## src/rtl/icc_result_stage_pkg.sv

```systemverilog
// Shared ALU definitions (package alu_pkg): opcodes, icc bit positions and
// the default datapath width. Imported by icc_calc, the stage interface and
// icc_result_stage.
package alu_pkg;

  localparam int DATA_W_DEFAULT = 32;

  // mini_alu opcodes
  localparam logic [3:0] ALU_ADD  = 4'b0000;
  localparam logic [3:0] ALU_ADDX = 4'b0001;
  localparam logic [3:0] ALU_SUB  = 4'b0010;
  localparam logic [3:0] ALU_SUBX = 4'b0011;
  localparam logic [3:0] ALU_AND  = 4'b0100;
  localparam logic [3:0] ALU_OR   = 4'b0101;
  localparam logic [3:0] ALU_XOR  = 4'b0110;
  localparam logic [3:0] ALU_NOTB = 4'b0111;

  // Positions inside the 4-bit {N,Z,V,C} icc vector
  localparam int ICC_N = 3;
  localparam int ICC_Z = 2;
  localparam int ICC_V = 1;
  localparam int ICC_C = 0;

endpackage

```

## src/rtl/icc_result_stage_if.sv

```systemverilog
// Handshake/bus bundle between mini_alu (upstream), icc_result_stage and the
// MEM stage (downstream).
// Handshake: an upstream transfer happens on a rising edge where
// valid_i & ready_o & ~flush_i; a downstream transfer happens where
// valid_o & ready_i. valid must not depend on ready; ready_o never depends
// on valid_i.
interface icc_result_stage_if
  import alu_pkg::*;
#(
  parameter int DATA_W = DATA_W_DEFAULT,
  parameter int RD_W   = 5
);
  // upstream side
  logic              valid_i;
  logic              ready_o;
  logic [DATA_W-1:0] a_i;
  logic [DATA_W-1:0] b_i;
  logic [DATA_W-1:0] y_i;
  logic [3:0]        op_i;
  logic              set_cc_i;
  logic [RD_W-1:0]   rd_i;
  logic              we_i;
  logic              flush_i;
  // downstream side
  logic              valid_o;
  logic              ready_i;
  logic [DATA_W-1:0] y_o;
  logic [RD_W-1:0]   rd_o;
  logic              we_o;
  // architectural flags
  logic [3:0]        icc_o;
  logic              c1_o;
  logic              trap_o;

  // master: the environment around the stage (ALU, pipeline control, MEM)
  modport master (
    output valid_i, a_i, b_i, y_i, op_i, set_cc_i, rd_i, we_i, flush_i, ready_i,
    input  ready_o, valid_o, y_o, rd_o, we_o, icc_o, c1_o, trap_o
  );

  // slave: the result stage itself
  modport slave (
    input  valid_i, a_i, b_i, y_i, op_i, set_cc_i, rd_i, we_i, flush_i, ready_i,
    output ready_o, valid_o, y_o, rd_o, we_o, icc_o, c1_o, trap_o
  );

endinterface

```

## src/rtl/icc_result_stage_icc_calc.sv

```systemverilog
// icc_calc: purely combinational SPARC {N,Z,V,C} generator from ALU operands,
// result, opcode and carry-in. Carry/borrow come from a DATA_W+1 bit sum so
// the flag is exact regardless of what y the ALU produced.
module icc_calc
  import alu_pkg::*;
#(
  parameter int DATA_W = DATA_W_DEFAULT
) (
  input  logic [DATA_W-1:0] a_i,
  input  logic [DATA_W-1:0] b_i,
  input  logic [DATA_W-1:0] y_i,
  input  logic [3:0]        op_i,
  input  logic              cin_i,
  output logic [3:0]        flags_o
);

  logic [DATA_W:0] sum_w;
  logic [DATA_W:0] diff_w;
  logic            sign_a;
  logic            sign_b;
  logic            sign_y;
  logic            unused_low;

  assign sign_a = a_i[DATA_W-1];
  assign sign_b = b_i[DATA_W-1];
  assign sign_y = y_i[DATA_W-1];

  // Only the top (carry/borrow) bit of each wide result is a flag.
  assign unused_low = ^{sum_w[DATA_W-1:0], diff_w[DATA_W-1:0]};

  // Flag generation: N/Z from y for every opcode, V/C only for add/sub.
  always_comb begin
    sum_w   = {1'b0, a_i} + {1'b0, b_i} + {{DATA_W{1'b0}}, cin_i};
    diff_w  = {1'b0, a_i} - {1'b0, b_i} - {{DATA_W{1'b0}}, cin_i};
    flags_o = 4'b0000;
    flags_o[ICC_N] = sign_y;
    flags_o[ICC_Z] = (y_i == '0);
    case (op_i)
      ALU_ADD, ALU_ADDX: begin
        flags_o[ICC_C] = sum_w[DATA_W];
        flags_o[ICC_V] = (sign_a == sign_b) & (sign_y != sign_a);
      end
      ALU_SUB, ALU_SUBX: begin
        flags_o[ICC_C] = diff_w[DATA_W];
        flags_o[ICC_V] = (sign_a != sign_b) & (sign_y != sign_a);
      end
      default: begin
        flags_o[ICC_C] = 1'b0;
        flags_o[ICC_V] = 1'b0;
      end
    endcase
  end

endmodule

```

## src/rtl/icc_result_stage.sv

```systemverilog
// icc_result_stage: single-entry EX/MEM register behind mini_alu plus the
// architectural icc register. The held C flag feeds back to the ALU carry
// input (c1_o). Optional overflow trap bit when ICC_OVF_TRAP_EN is defined;
// without it trap_o is constant 0.
module icc_result_stage
  import alu_pkg::*;
#(
  parameter int DATA_W = DATA_W_DEFAULT,
  parameter int RD_W   = 5
) (
  input  logic                Clk,
  input  logic                Clr,
  icc_result_stage_if.slave   bus
);

  logic              valid_q, valid_d;
  logic [DATA_W-1:0] y_q, y_d;
  logic [RD_W-1:0]   rd_q, rd_d;
  logic              we_q, we_d;
  logic [3:0]        icc_q, icc_d;
  logic [3:0]        flags;
  logic              cin;
  logic              ready;
  logic              accept;

  // Only ADDX/SUBX consume the stored carry.
  assign cin    = ((bus.op_i == ALU_ADDX) || (bus.op_i == ALU_SUBX)) & icc_q[ICC_C];
  assign ready  = ~valid_q | bus.ready_i;
  assign accept = bus.valid_i & ready & ~bus.flush_i;

  icc_calc #(.DATA_W(DATA_W)) u_icc_calc (
    .a_i     (bus.a_i),
    .b_i     (bus.b_i),
    .y_i     (bus.y_i),
    .op_i    (bus.op_i),
    .cin_i   (cin),
    .flags_o (flags)
  );

  // Next-state: flush beats accept, accept replaces (even while retiring),
  // retire clears valid, otherwise hold. icc only moves on accept+set_cc.
  always_comb begin
    valid_d = valid_q;
    y_d     = y_q;
    rd_d    = rd_q;
    we_d    = we_q;
    icc_d   = icc_q;
    if (bus.flush_i) begin
      valid_d = 1'b0;
    end else if (accept) begin
      valid_d = 1'b1;
      y_d     = bus.y_i;
      rd_d    = bus.rd_i;
      we_d    = bus.we_i;
      if (bus.set_cc_i) begin
        icc_d = flags;
      end
    end else if (bus.ready_i) begin
      valid_d = 1'b0;
    end
  end

  // Entry and icc registers, cleared asynchronously.
  always_ff @(posedge Clk or negedge Clr) begin
    if (!Clr) begin
      valid_q <= 1'b0;
      y_q     <= '0;
      rd_q    <= '0;
      we_q    <= 1'b0;
      icc_q   <= 4'b0000;
    end else begin
      valid_q <= valid_d;
      y_q     <= y_d;
      rd_q    <= rd_d;
      we_q    <= we_d;
      icc_q   <= icc_d;
    end
  end

`ifdef ICC_OVF_TRAP_EN
  logic trap_q, trap_d;
  logic is_arith;

  // Opcodes 0000-0011 are the add/sub family.
  assign is_arith = (bus.op_i[3:2] == 2'b00);

  // Trap bit travels with the entry: loaded on accept, held otherwise.
  always_comb begin
    trap_d = trap_q;
    if (accept) begin
      trap_d = bus.set_cc_i & is_arith & flags[ICC_V];
    end
  end

  // Trap storage, cleared asynchronously.
  always_ff @(posedge Clk or negedge Clr) begin
    if (!Clr) begin
      trap_q <= 1'b0;
    end else begin
      trap_q <= trap_d;
    end
  end

  assign bus.trap_o = trap_q & valid_q;
`else
  assign bus.trap_o = 1'b0;
`endif

  assign bus.ready_o = ready;
  assign bus.valid_o = valid_q;
  assign bus.y_o     = y_q;
  assign bus.rd_o    = rd_q;
  assign bus.we_o    = we_q;
  assign bus.icc_o   = icc_q;
  assign bus.c1_o    = icc_q[ICC_C];

endmodule

```

## src/flat_wrapper.sv

```systemverilog
// flat-port wrapper written by rule: the top's interface ports become plain ports
module icc_result_stage_flat import alu_pkg::*;
#(
  parameter int DATA_W = DATA_W_DEFAULT,
  parameter int RD_W   = 5
)
  (Clk, Clr, bus_valid_i, bus_a_i, bus_b_i, bus_y_i, bus_op_i, bus_set_cc_i, bus_rd_i, bus_we_i, bus_flush_i, bus_ready_i, bus_ready_o, bus_valid_o, bus_y_o, bus_rd_o, bus_we_o, bus_icc_o, bus_c1_o, bus_trap_o);
  icc_result_stage_if #(.DATA_W(DATA_W), .RD_W(RD_W)) bus_i ();
  input  logic Clk;
  input  logic Clr;
  input wire logic [$bits(bus_i.valid_i)-1:0] bus_valid_i;
  input wire logic [$bits(bus_i.a_i)-1:0] bus_a_i;
  input wire logic [$bits(bus_i.b_i)-1:0] bus_b_i;
  input wire logic [$bits(bus_i.y_i)-1:0] bus_y_i;
  input wire logic [$bits(bus_i.op_i)-1:0] bus_op_i;
  input wire logic [$bits(bus_i.set_cc_i)-1:0] bus_set_cc_i;
  input wire logic [$bits(bus_i.rd_i)-1:0] bus_rd_i;
  input wire logic [$bits(bus_i.we_i)-1:0] bus_we_i;
  input wire logic [$bits(bus_i.flush_i)-1:0] bus_flush_i;
  input wire logic [$bits(bus_i.ready_i)-1:0] bus_ready_i;
  output wire logic [$bits(bus_i.ready_o)-1:0] bus_ready_o;
  output wire logic [$bits(bus_i.valid_o)-1:0] bus_valid_o;
  output wire logic [$bits(bus_i.y_o)-1:0] bus_y_o;
  output wire logic [$bits(bus_i.rd_o)-1:0] bus_rd_o;
  output wire logic [$bits(bus_i.we_o)-1:0] bus_we_o;
  output wire logic [$bits(bus_i.icc_o)-1:0] bus_icc_o;
  output wire logic [$bits(bus_i.c1_o)-1:0] bus_c1_o;
  output wire logic [$bits(bus_i.trap_o)-1:0] bus_trap_o;
  assign bus_i.valid_i = bus_valid_i;
  assign bus_i.a_i = bus_a_i;
  assign bus_i.b_i = bus_b_i;
  assign bus_i.y_i = bus_y_i;
  assign bus_i.op_i = bus_op_i;
  assign bus_i.set_cc_i = bus_set_cc_i;
  assign bus_i.rd_i = bus_rd_i;
  assign bus_i.we_i = bus_we_i;
  assign bus_i.flush_i = bus_flush_i;
  assign bus_i.ready_i = bus_ready_i;
  assign bus_ready_o = bus_i.ready_o;
  assign bus_valid_o = bus_i.valid_o;
  assign bus_y_o = bus_i.y_o;
  assign bus_rd_o = bus_i.rd_o;
  assign bus_we_o = bus_i.we_o;
  assign bus_icc_o = bus_i.icc_o;
  assign bus_c1_o = bus_i.c1_o;
  assign bus_trap_o = bus_i.trap_o;
  icc_result_stage #(.DATA_W(DATA_W), .RD_W(RD_W)) u_core (.Clk(Clk), .Clr(Clr), .bus(bus_i));
endmodule
```

## config.mk

```make
export PLATFORM = sky130hd
export DESIGN_NAME = icc_result_stage_flat
export DESIGN_NICKNAME = d
export VERILOG_FILES = /design/src/rtl/icc_result_stage_pkg.sv /design/src/rtl/icc_result_stage_if.sv /design/src/rtl/icc_result_stage_icc_calc.sv /design/src/rtl/icc_result_stage.sv /design/src/flat_wrapper.sv
export SDC_FILE = /design/constraint.sdc
export NUM_CORES = 1
export LEC_CHECK = 0
export BUFFER_PORTS_ARGS = -buffer_cell sky130_fd_sc_hd__buf_2
export CAP_MARGIN = 30
export CELL_PAD_IN_SITES_DETAIL_PLACEMENT = 0
export CELL_PAD_IN_SITES_GLOBAL_PLACEMENT = 2
export CORE_MARGIN = 5
export CORE_UTILIZATION = 31
export CTS_CLUSTER_DIAMETER = 200
export DETAILED_ROUTE_END_ITERATION = 7
export PLACE_DENSITY_LB_ADDON = 0.1
export SLEW_MARGIN = 25
export SYNTH_ARGS = -nofsm -noshare
export SYNTH_HDL_FRONTEND = slang
export SYNTH_SLANG_ARGS = --single-unit
export TNS_END_PERCENT = 30
```

## constraint.sdc

```tcl
create_clock -name Clk -period 5.3 [get_ports Clk]
set_input_delay 1.06 -clock Clk [delete_from_list [all_inputs] [get_ports Clk]]
set_output_delay 1.06 -clock Clk [all_outputs]
set_load 0.05 [all_outputs]
```

==> results of run 1 <==
## cell usage after synthesis (3+ instances only)
library cell / number
nor2_1: 7
o21ai_0: 8
o31ai_1: 3
a21oi_1: 21
and3_1: 3
nand2b_1: 3
ha_1: 93
mux2_2: 40
a221oi_1: 3
nor4_1: 14
inv_1: 92
a21o_1: 5
nand2_1: 10
and4_1: 3
buf_2: 4
nand4_1: 8
dfrtp_1: 43
## worst max path at each step
stage,cells after the start,start,to,slack (ns)
after global routing,12,bus_op_i[2],u_core.bus.icc_o[0],1.76
after CTS,12,bus_op_i[2],u_core.bus.icc_o[0],1.91
after global placement,12,bus_op_i[2],u_core.bus.icc_o[0],1.73
after floorplan,11,bus_op_i[2],u_core.bus.icc_o[0],2.04
final,12,bus_op_i[2],u_core.bus.icc_o[0],1.97
after detailed placement,12,bus_op_i[2],u_core.bus.icc_o[0],1.63
## final cells by class
type	instances	area, um^2
inverter	92	345.3
clock inverter	1	8.758
clock buffer	7	142.6
timing repair buffer	159	827.0
tap	147	183.9
multi-input combinational	253	2357
fill	1228	7071
sequential	43	1076
## power by group through the flow
stage	Combinational, mW	Sequential [mW]	Clock (mW)
3_3_place_gp	0.544	0.408	0
2_1_floorplan	0.188	0.598	0
4_1_cts	0.551	0.407	0.321
5_1_grt	0.599	0.413	0.337
6_report	0.542	0.406	0.314
3_5_place_dp	0.549	0.411	0
## sequential cells by signal, indices dropped and copies added (netlist names)
signal              flops
u_core.bus.icc_o        4
u_core.bus.rd_o         5
u_core.bus.valid_o      1
u_core.bus.we_o         1
u_core.bus.y_o         32
## routing by layer
layer | part of all wire | vias to the layer above | routed length [um] | track usage
li1 | - | 1666 | - | -
met1 | 0.42 | 1462 | 4167 | 0.1571
met2 | 0.47 | 101 | 4679 | 0.2400
met3 | 0.099 | 6 | 987 | 0.05734
met4 | 0.0091 | 0 | 90 | 0.03399
met5 | 0 | - | 0 | 0
## critical path, delay by kind of cell
| kind | cells | cell delay [ns] |
|---|---|---|
| compound gates | 4 | 0.83 |
| fa+ha+maj | 2 | 0.59 |
| buf+inv | 1 | 0.11 |
| mux | 1 | 0.34 |
| simple gates | 4 | 0.62 |
## cell families (layout without fill, tap and decap cells)
kind of cell               after synthesis  after routing
AOI/OAI and AO/OA                       55             55
buffers and inverters                   98            259
and+or+nand+nor                         62             62
muxes                                   40             40
DFF                                     43             43
other                                    1              1
xor gates and xnor gates                 2              2
adders and majority gates               93             93
==> results.md, run 1 <==
- Period utilisation layout: 0.6283
- Reg power frac: 0.322
- Comb power frac: 0.430
- Final Skew: 0.005909 ns
- Port bufs: 156
- Pwr Total: 1.262 mW
- Vias in the first global route: 3,510
- Final Hold Fails: 0
- Cts hold-fix bufs: 0
- Drt wl/cell: 14.14 um
- Status: completed
- Mapped Cells: 394
- Clk slew on worst S/H paths: 0.06 ns
- Ant diodes: 0
- Layout Utilization: 0.4114
- Die height: 120.9 um
- Synth-to-layout area growth: 29.56%
- Worst slew pin tran: 0.6186 ns
- Share of the synthesized area in the top cell type: 0.3051
- Clock Power Share: 0.249
- RSZ-0062 raised after global routing: no
- Post-synthesis simple-gate area fraction: 0.09449
- Placed Area: 0.004778 mm^2
- # DRC: 0
- First-pass GRT wire length: 16,340 um
- IO Count: 158
- Net Count, Synth: 599
- Max-Cap Viols: 0
- Hold path endpoint: u_core.bus.icc_o[2]
- Core area: 0.01201 mm^2
- Worst-case clock buffer depth: 2
- GR Overflow Total: 0
- Post-Place Worst Slack: 1.629 ns
- Hold WC Path Type: reg -> reg
- Slew Viols, Final: 0
- Switching portion of total power: 0.4034
- Maximum vdd drop: 0.0002115 V
- Post-synth top flop: dfrtp_1
- DR vias: 3,235
- Initial antenna violation count: 0
- XOR/XNOR share of the synthesized area: 0.004593
- Largest area contributor in the netlist: ha_1
- Synth Area per Inst: 9.679 um^2
- Die Wd: 120.9 um
- WP data required: 5.52 ns
- Main area contributors after synthesis: ha_1, dfrtp_1, mux2_2
- Synth Area in Compound Gates: 0.09482
- R2R Path Start: u_core.bus.icc_o[0]
- Number of synthesized flops with an enable pin: 0
- Synth warnings: 0
- Pin count of the biggest net entering global routing: 26
- Largest family of logic cells by synthesized area: adder cells
- CTS tree: done
- H-tree Lvls: 2
- Crit-path cells: buf_2 -> nand4bb_1 -> ha_1 -> a21o_1 -> ha_1 -> and2_0 -> o311ai_0 -> a211oi_1 -> o31a_1 -> nor2_1 -> mux2_2 -> nor2_1
- Die Footprint: 0.01462 mm^2
- Post-synthesis cell type count: 43
- Post-route ant nets: 0
- DP Cell Count: 693
- Hpwl dp: 8816 um
- Drt first pass iters: 4
- Critical path fanouts, max: 2
- Leak pwr: 2.743 nW
- Routed WL: 9925 um
- Highest-count cells in the layout ignoring fill and taps: buf_2, ha_1, inv_1
- Endpoints failing setup: 0
- Post-Layout Cell Count: 702
- Slowest CP cell: mux2_2
- Post-synthesis mux area share: 0.1181
- Register area share after synthesis: 0.2822
- Tmin final: 3.330 ns
- Relative slew slack: 0.5876
- Final GP Congestion: 0.7876
- Post-CTS Setup Inserts: 0
- Psw: 0.5091 mW
- Routed vias/inst: 4.608
- Startpoint Class: input pin
- Total negative setup slack: 0 ns
- Final instance area: 0.004941 mm^2
- Pwr/cell area: 255.4 mW/mm^2
- Total clock sinks: 43
- Worst reg2reg endpoint: u_core.bus.icc_o[0]
- Minimum hold slack: 0.4849 ns
- Synth Area in Adders: 0.3051
- Register bit total from synthesis: 43
- FF-to-FF path depth: 11
- Post-cts gate resize count: 0
- FF-to-FF setup slack: 2.47 ns
- Cell Int Power: 0.7529 mW
- Starting Density: 0.3175
- Commonest non-fill, non-tap cell in the layout: buf_2
- Clock Latency Late Sink: 0.28 ns
- Async S/R FF share, synth: 1.000
- Row count: 40
- GRT Resource Usage Total: 0.1382
- Max Freq: 300.3 MHz
- Final #Nets: 759
- Drt initial violations: 45
- Layout cell share with drive strength beyond 1: 0.3784
- Post-route setup slack: 1.970 ns
- Element type at the critical path end: register
- Crit path largest cell delay: 0.34 ns
- Arr. time, crit path: 3.55 ns
- Worst Hold Depth: 2
- HP Start: u_core.bus.icc_o[2]
- Synthesized cell area: 0.003814 mm^2
- Root Driver: clkbuf_16
- Setup CP Type: in -> reg
- Num CTS Buffers: 5
No activity file was read; power rests on OpenSTA's default activity.
==> run 2: changes to the inputs <==
--- a/config.mk
+++ b/config.mk
@@ -10,7 +10,7 @@
 export CELL_PAD_IN_SITES_DETAIL_PLACEMENT = 0
 export CELL_PAD_IN_SITES_GLOBAL_PLACEMENT = 2
 export CORE_MARGIN = 5
-export CORE_UTILIZATION = 31
+export CORE_UTILIZATION = 26
 export CTS_CLUSTER_DIAMETER = 200
 export DETAILED_ROUTE_END_ITERATION = 7
 export PLACE_DENSITY_LB_ADDON = 0.1
==> constraint.sdc (replaced) <==
create_clock -name Clk -period 2.8 [get_ports Clk]
set_input_delay 0.56 -clock Clk [delete_from_list [all_inputs] [get_ports Clk]]
set_output_delay 0.56 -clock Clk [all_outputs]
set_load 0.05 [all_outputs]
==> run 2 against run 1 <==
Clock skew down 0.0021 ns. Final cell count up 6.8%. Core utilization down 5.9 points. First-iteration DRC count up 38%. Clock-buffer cell count unchanged. Clock power up 96%. Register-to-register slack worse by 2.2 ns. Via count up 1.8%. Global-route usage down 1.9 points. Critical path depth unchanged. Critical endpoint unchanged. Largest cell class unchanged. Largest power group unchanged.
==> results.md, run 2 (same netlist as run 1, synthesis figures left out) <==
- Worst reg2reg endpoint: u_core.bus.icc_o[0]
- Cts hold-fix bufs: 0 (unchanged)
- Layout cell share with drive strength beyond 1: 0.4028 (+0.02445)
- Post-route ant nets: 0 (unchanged)
- Slew Viols, Final: 0 (unchanged)
- Startpoint Class: input pin
- Endpoints failing setup: 0 (unchanged)
- GR Overflow Total: 0 (unchanged)
- Commonest non-fill, non-tap cell in the layout: buf_2
- Routed vias/inst: 4.391 (-4.7%)
- First-pass GRT wire length: 17,170 um (+5.1%)
- Maximum vdd drop: 0.0004537 V (+110%)
- Post-route setup slack: 0.1554 ns (-1.814 ns)
- Crit-path cells: buf_2 -> nand4bb_4 -> ha_4 -> a21o_1 -> ha_1 -> and2_0 -> o311ai_2 -> a211oi_1 -> o31a_1 -> nor2_2 -> mux2_2 -> nor2_2
- Final Hold Fails: 0 (unchanged)
- Routed WL: 10,310 um (+3.9%)
- Status: completed
- Worst-case clock buffer depth: 2 (unchanged)
- Highest-count cells in the layout ignoring fill and taps: buf_2, inv_1, ha_1
- Cell with the most instances on the worst path: nor2_2
- Die Footprint: 0.01719 mm^2 (+18%)
- Max reg flops: 32 (unchanged)
- Post-Place Worst Slack: -0.3768 ns (-2.006 ns)
- Drt initial violations: 62 (+38%)
- Period utilisation layout: 0.9445
- Clock Latency Late Sink: 0.28 ns (about the same)
- Relative slew slack: 0.6644 (+0.07685)
- Critical path fanouts, max: 2 (unchanged)
- Slowest CP cell: mux2_2
- Post-CTS Setup Inserts: 0 (unchanged)
- Die height: 131.1 um (+8.4%)
- Num CTS Buffers: 5 (unchanged)
- Element type at the critical path end: register
- Final GP Congestion: 0.8016 (+1.8%)
- Ant diodes: 0 (unchanged)
- IO Count: 158 (unchanged)
- Worst slew pin tran: 0.5034 ns (-0.1153 ns)
- Starting Density: 0.2634 (-0.05411)
- Pwr/cell area: 477.4 mW/mm^2 (+87%)
- Final #Nets: 770 (+1.4%)
- Pin count of the biggest net entering global routing: 39 (+50%)
- Arr. time, crit path: 2.86 ns (-0.69 ns)
- Row count: 44 (+10%)
- Die Wd: 131.1 um (+8.4%)
- Max-Cap Viols: 0 (unchanged)
- CTS tree: done
- Drt first pass iters: 4 (unchanged)
- Crit path largest cell delay: 0.34 ns (about the same)
- Synth-to-layout area growth: 33.66%
- H-tree Lvls: 2 (unchanged)
- R2R Path Start: u_core.bus.icc_o[0]
- WP data required: 3.01 ns (-2.51 ns)
- Layout Utilization: 0.3521 (-0.05930)
- GRT Resource Usage Total: 0.1188 (-0.01947)
- Final Skew: 0.003775 ns (-0.002134 ns)
- Core area: 0.01448 mm^2 (+21%)
- DP Cell Count: 742 (+7.1%)
- FF-to-FF setup slack: 0.24 ns (-2.23 ns)
- Max Freq: 378.1 MHz
- DR vias: 3,293 (+1.8%)
- Total negative setup slack: 0 ns (unchanged)
- Tmin final: 2.645 ns
- Pwr Total: 2.434 mW (+93%)
- # DRC: 0 (unchanged)
- FF-to-FF path depth: 11 (unchanged)
- Port bufs: 156 (unchanged)
- Initial antenna violation count: 0 (unchanged)
- Drt wl/cell: 13.75 um (-2.7%)
- Setup CP Type: in -> reg
- Hold WC Path Type: in -> async
- Vias in the first global route: 3,676 (+4.7%)
- RSZ-0062 raised after global routing: no
- Post-Layout Cell Count: 750 (+6.8%)
- Root Driver: clkbuf_16
- Hpwl dp: 9144 um (+3.7%)
- Total clock sinks: 43 (unchanged)
- Clk slew on worst S/H paths: 0.06 ns (about the same)
- Leak pwr: 2.794 nW (+1.9%)
run 2: worst max-delay path by stage:
stage,endpoint,slack [ns],depth (start not counted),from
global route,u_core.bus.icc_o[0],0.02,12,bus_a_i[23]
global placement,u_core.bus.icc_o[0],-0.29,12,bus_op_i[2]
CTS,u_core.bus.icc_o[0],0.05,12,bus_op_i[2]
finish,u_core.bus.icc_o[0],0.16,12,bus_op_i[2]
detailed placement,u_core.bus.icc_o[0],-0.38,12,bus_op_i[2]
floorplan,u_core.bus.icc_o[0],0.04,11,bus_op_i[2]
run 2: layout make-up:
cell class / count / area, um^2
clock buffer: 7 / 152.6
inverter: 92 / 345.3
clock inverter: 1 / 7.507
tap: 184 / 230.2
timing repair buffer: 170 / 885.9
sequential: 43 / 1077
fill: 1545 / 9382
multi-input combinational: 253 / 2399
run 2: metrics by stage:
stage | hold WS, ns | instance area, um^2
after floorplan | 0.2644 | 3815
after global placement | 0.4609 | 4896
after detailed placement | 0.4610 | 4896
after CTS | 0.2529 | 5072
after global routing | 0.2764 | 5097
final | 0.2422 | 5097
run 2: report_power, final:
group	internal [mW]	total, mW	switching [mW]
registers	0.721	0.767	0.0463
clock network	0.379	0.617	0.238
logic	0.362	1.05	0.688
total	1.46	2.43	0.972
run 2: layer usage:
| layer | vias up | GRT usage | share of wire |
|---|---|---|---|
| li1 | 1684 | - | - |
| met1 | 1502 | 0.1422 | 0.43 |
| met2 | 100 | 0.1998 | 0.46 |
| met3 | 7 | 0.04893 | 0.098 |
| met4 | 0 | 0.02598 | 0.0075 |
| met5 | - | 0 | 0 |
run 2: worst max-delay path, delay by kind of cell:
kind / cells / cell delay [ns]
AO/OA/AOI/OAI: 4 / 0.73
AND/OR/NAND/NOR: 4 / 0.61
multiplexers: 1 / 0.34
buffers and inverters: 1 / 0.11
adder cells (fa/ha/maj): 2 / 0.49
run 2: what timing repair did:
action / CTS / global route
pin swaps: 0 / 1
hold endpoints to repair: 0 / 0
gates resized for setup: 2 / 4
endpoints found under the setup margin: 1 / 1
==> run 3: changes to the inputs <==
--- a/config.mk
+++ b/config.mk
@@ -14,8 +14,9 @@
 export CTS_CLUSTER_DIAMETER = 200
 export DETAILED_ROUTE_END_ITERATION = 7
 export PLACE_DENSITY_LB_ADDON = 0.1
-export SLEW_MARGIN = 25
+export SLEW_MARGIN = 40
 export SYNTH_ARGS = -nofsm -noshare
 export SYNTH_HDL_FRONTEND = slang
+export SYNTH_HIERARCHICAL = 1
 export SYNTH_SLANG_ARGS = --single-unit
 export TNS_END_PERCENT = 30
==> run 3 against run 2 <==
Hold slack got worse by 0.035 ns. Clock skew rose by 0.0028 ns. Wire length rose by 1.9%. Combinational power rose by 9.5%. Register-to-register slack got worse by 0.18 ns. Clock power fell by 5.7%. Final area rose by 5.9%. Synthesized cell count fell by 1.0%.
==> results.md, run 3 <==
- First-pass GRT wire length: 17,380 um (+1.2%)
- Routed WL: 10,510 um (+1.9%)
- Clock Latency Late Sink: 0.29 ns (about the same)
- Async S/R FF share, synth: 1.000 (unchanged)
- Clk slew on worst S/H paths: 0.07 ns (about the same)
- Initial antenna violation count: 0 (unchanged)
- Crit path largest cell delay: 0.28 ns (-0.06 ns)
- Register Area: 0.001077 mm^2 (unchanged)
- Ant diodes: 0 (unchanged)
- Mapped Cells: 390 (-1.0%)
- Max-Cap Viols: 0 (unchanged)
- Die Footprint: 0.01769 mm^2 (+2.9%)
- Area occupied by multi-input gates: 0.002461 mm^2 (+2.6%)
- Cell Int Power: 1.490 mW (+1.9%)
- Root Driver: clkbuf_16
- Pin count of the biggest net entering global routing: 33 (-15%)
- Total clock sinks: 43 (unchanged)
- Slowest CP cell: ha_1
- Die height: 133.0 um (+1.4%)
- Starting Density: 0.2617 (-0.001722)
- Post-CTS Setup Inserts: 0 (unchanged)
- Drt initial violations: 48 (-23%)
- Startpoint Class: input pin
- Port bufs: 156 (unchanged)
- Post-route ant nets: 0 (unchanged)
- Setup CP Type: in -> reg
- Endpoints failing setup: 0 (unchanged)
- Register bit total from synthesis: 43 (unchanged)
- FILL cells: 1,575 (+1.9%)
- Highest-count cells in the layout ignoring fill and taps: buf_2, inv_1, ha_1
- # DRC: 0 (unchanged)
- CTS tree: done
- FF-to-FF path depth: 14 (+3)
- Final Skew: 0.006583 ns (+0.002808 ns)
- Core area: 0.01503 mm^2 (+3.8%)
- Main area contributors after synthesis: ha_1, dfrtp_1, inv_1
- DR vias: 3,343 (+1.5%)
- RSZ-0062 raised after global routing: yes
- H-tree Lvls: 2 (unchanged)
- GR Overflow Total: 0 (unchanged)
- Routed vias/inst: 4.291 (-2.3%)
- Status: completed
- Slew Viols, Final: 0 (unchanged)
- Hold WC Path Type: in -> async
- Post-synth top flop: dfrtp_1
- Pwr/cell area: 465.0 mW/mm^2 (-2.6%)
- Num CTS Buffers: 5 (unchanged)
- Synth-to-layout area growth: 37.18%
- Layout cell share with drive strength beyond 1: 0.4433 (+0.04049)
- Largest area contributor in the netlist: ha_1
- Drt wl/cell: 13.49 um (-1.9%)
- DP Cell Count: 771 (+3.9%)
- Net Count, Synth: 595 (-0.67%)
- IO Count: 158 (unchanged)
- Layout Utilization: 0.3590 (+0.006911)
- FF-to-FF setup slack: 0.06 ns (-0.18 ns)
- Register area share after synthesis: 0.2735 (-0.008615)
- Number of synthesized flops with an enable pin: 0 (unchanged)
- WP data required: 2.97 ns (-0.04 ns)
- Synthesized cell area: 0.003934 mm^2 (+3.1%)
- GRT Resource Usage Total: 0.1199 (+0.001145)
- Critical path fanouts, max: 2 (unchanged)
- Crit-path cells: buf_2 -> nor3_4 -> inv_1 -> ha_1 -> a21o_1 -> ha_1 -> a211oi_2 -> a211oi_2 -> o2111ai_2 -> a21oi_2 -> nor4_4 -> xnor2_1 -> o21ai_2 -> mux2_2
- Final GP Congestion: 0.7959 (-0.71%)
- Cts hold-fix bufs: 0 (unchanged)
- Arr. time, crit path: 2.93 ns (+0.07 ns)
- Final #Nets: 795 (+3.2%)
- Most common library cells after synthesis: ha_1, inv_1, dfrtp_1
- Switching portion of total power: 0.4064 (+0.006981)
- Row count: 45 (+2.3%)
- Post-synthesis cell type count: 40 (-7.0%)
- Clock Power Share: 0.232 (-0.022)
- Tmin final: 2.757 ns (+0.1119 ns)
- Synth Area per Inst: 10.09 um^2 (+4.2%)
- Max Freq: 362.8 MHz (-4.1%)
- Element type at the critical path end: register
- Commonest non-fill, non-tap cell in the layout: buf_2
- Max reg flops: 32 (unchanged)
- Delay-heaviest family, CP: compound AO/OA/AOI/OAI gates
- Final Hold Fails: 0 (unchanged)
- Period utilisation layout: 0.9845 (+0.03998)
- Drt first pass iters: 4 (unchanged)
- Die Wd: 133.0 um (+1.4%)
- Sum of buffers and inverters on the critical path: 2 (+1)
- Leak pwr: 3.011 nW (+7.8%)
- Reg power frac: 0.309 (-0.006)
- Vias in the first global route: 3,578 (-2.7%)
- Minimum hold slack: 0.2076 ns (-0.03463 ns)
- Post-Layout Cell Count: 779 (+3.9%)
- Synth warnings: 6 (+6)
- Worst-case clock buffer depth: 2 (unchanged)
- CP Depth: 14 (+2)
- Psw: 1.020 mW (+4.9%)
- Hpwl dp: 9238 um (+1.0%)
- Comb power frac: 0.459 (+0.028)
- Share of the synthesized area in the top cell type: 0.2958 (-0.009317)
- Maximum vdd drop: 0.0003319 V (-27%)
run 3: cell count changes in the layout (fill, tap and decap cells not counted), moves of 3 or more:
cell | previous run | this run
mux2_4 | 0 | 20
nand2_1 | 10 | 5
nor4_1 | 14 | 11
nor2_1 | 5 | 10
buf_4 | 14 | 43
nand2b_1 | 3 | 0
mux2_2 | 40 | 22
a21o_1 | 5 | 8
run 3: cells by family after synthesis:
group           Yosys count  synth area share
xor+xnor                  3          0.006681
fa+ha+maj                93            0.2958
compound gates           54           0.08906
mux                      42            0.1393
other cells               1         0.0009533
flops                    43            0.2735
buf+inv                 100            0.1094
simple gates             54           0.08524
run 3: per-stage QoR:
step           setup slack (ns)  total power [mW]  cell area [um^2]  setup TNS, ns
3_3_place_gp            -0.2969             1.941              5218        -0.2969
2_1_floorplan          0.009873             1.549              3940              0
4_1_cts                -0.04363             2.561              5396       -0.04363
3_5_place_dp            -0.4009             1.945              5218        -0.4009
6_report                0.04342             2.510              5396              0
5_1_grt                 -0.1546             2.689              5396        -0.1546
run 3: worst paths after layout:
kind / start / endpoint
min in group Clk: bus_flush_i / u_core/bus.valid_o
max in group asynchronous: Clr / u_core/bus.valid_o
max reg2reg: u_core/bus.icc_o[0] / u_core/bus.icc_o[0]
min reg2reg: u_core/bus.y_o[4] / u_core/bus.y_o[4]
min: Clr / u_core/bus.y_o[10]
max: bus_op_i[3] / u_core/bus.icc_o[0]
run 3: area by class of cell:
class	count	share of cell area
Tap cell	188	0.04359
Sequential cell	43	0.1996
Multi-Input combinational cell	247	0.4561
Clock inverter	3	0.004637
Inverter	93	0.06469
Clock buffer	5	0.02319
Timing Repair Buffer	200	0.2082
run 3: repair_timing:
item                                    in CTS  in global routing
endpoints found under the setup margin       1                  1
pin swaps                                    6                  4
gates resized for setup                      6                  0
run 3: metal layers:
layer | vias to the layer above | part of all wire | global-route usage | wire length, um
met1 | 1520 | 0.44 | 0.1488 | 4653
li1 | 1719 | - | - | -
met3 | 9 | 0.076 | 0.03916 | 798
met4 | 0 | 0.013 | 0.02887 | 136
met2 | 95 | 0.47 | 0.2015 | 4924
met5 | - | 0 | 0 | 0
run 3: power by group through the flow:
stage | sequential (mW) | combinational (mW) | clock, mW
2_1_floorplan | 1.14 | 0.405 | 0
3_3_place_gp | 0.781 | 1.16 | 0
3_5_place_dp | 0.782 | 1.16 | 0
4_1_cts | 0.776 | 1.17 | 0.611
5_1_grt | 0.790 | 1.26 | 0.635
6_report | 0.775 | 1.15 | 0.582
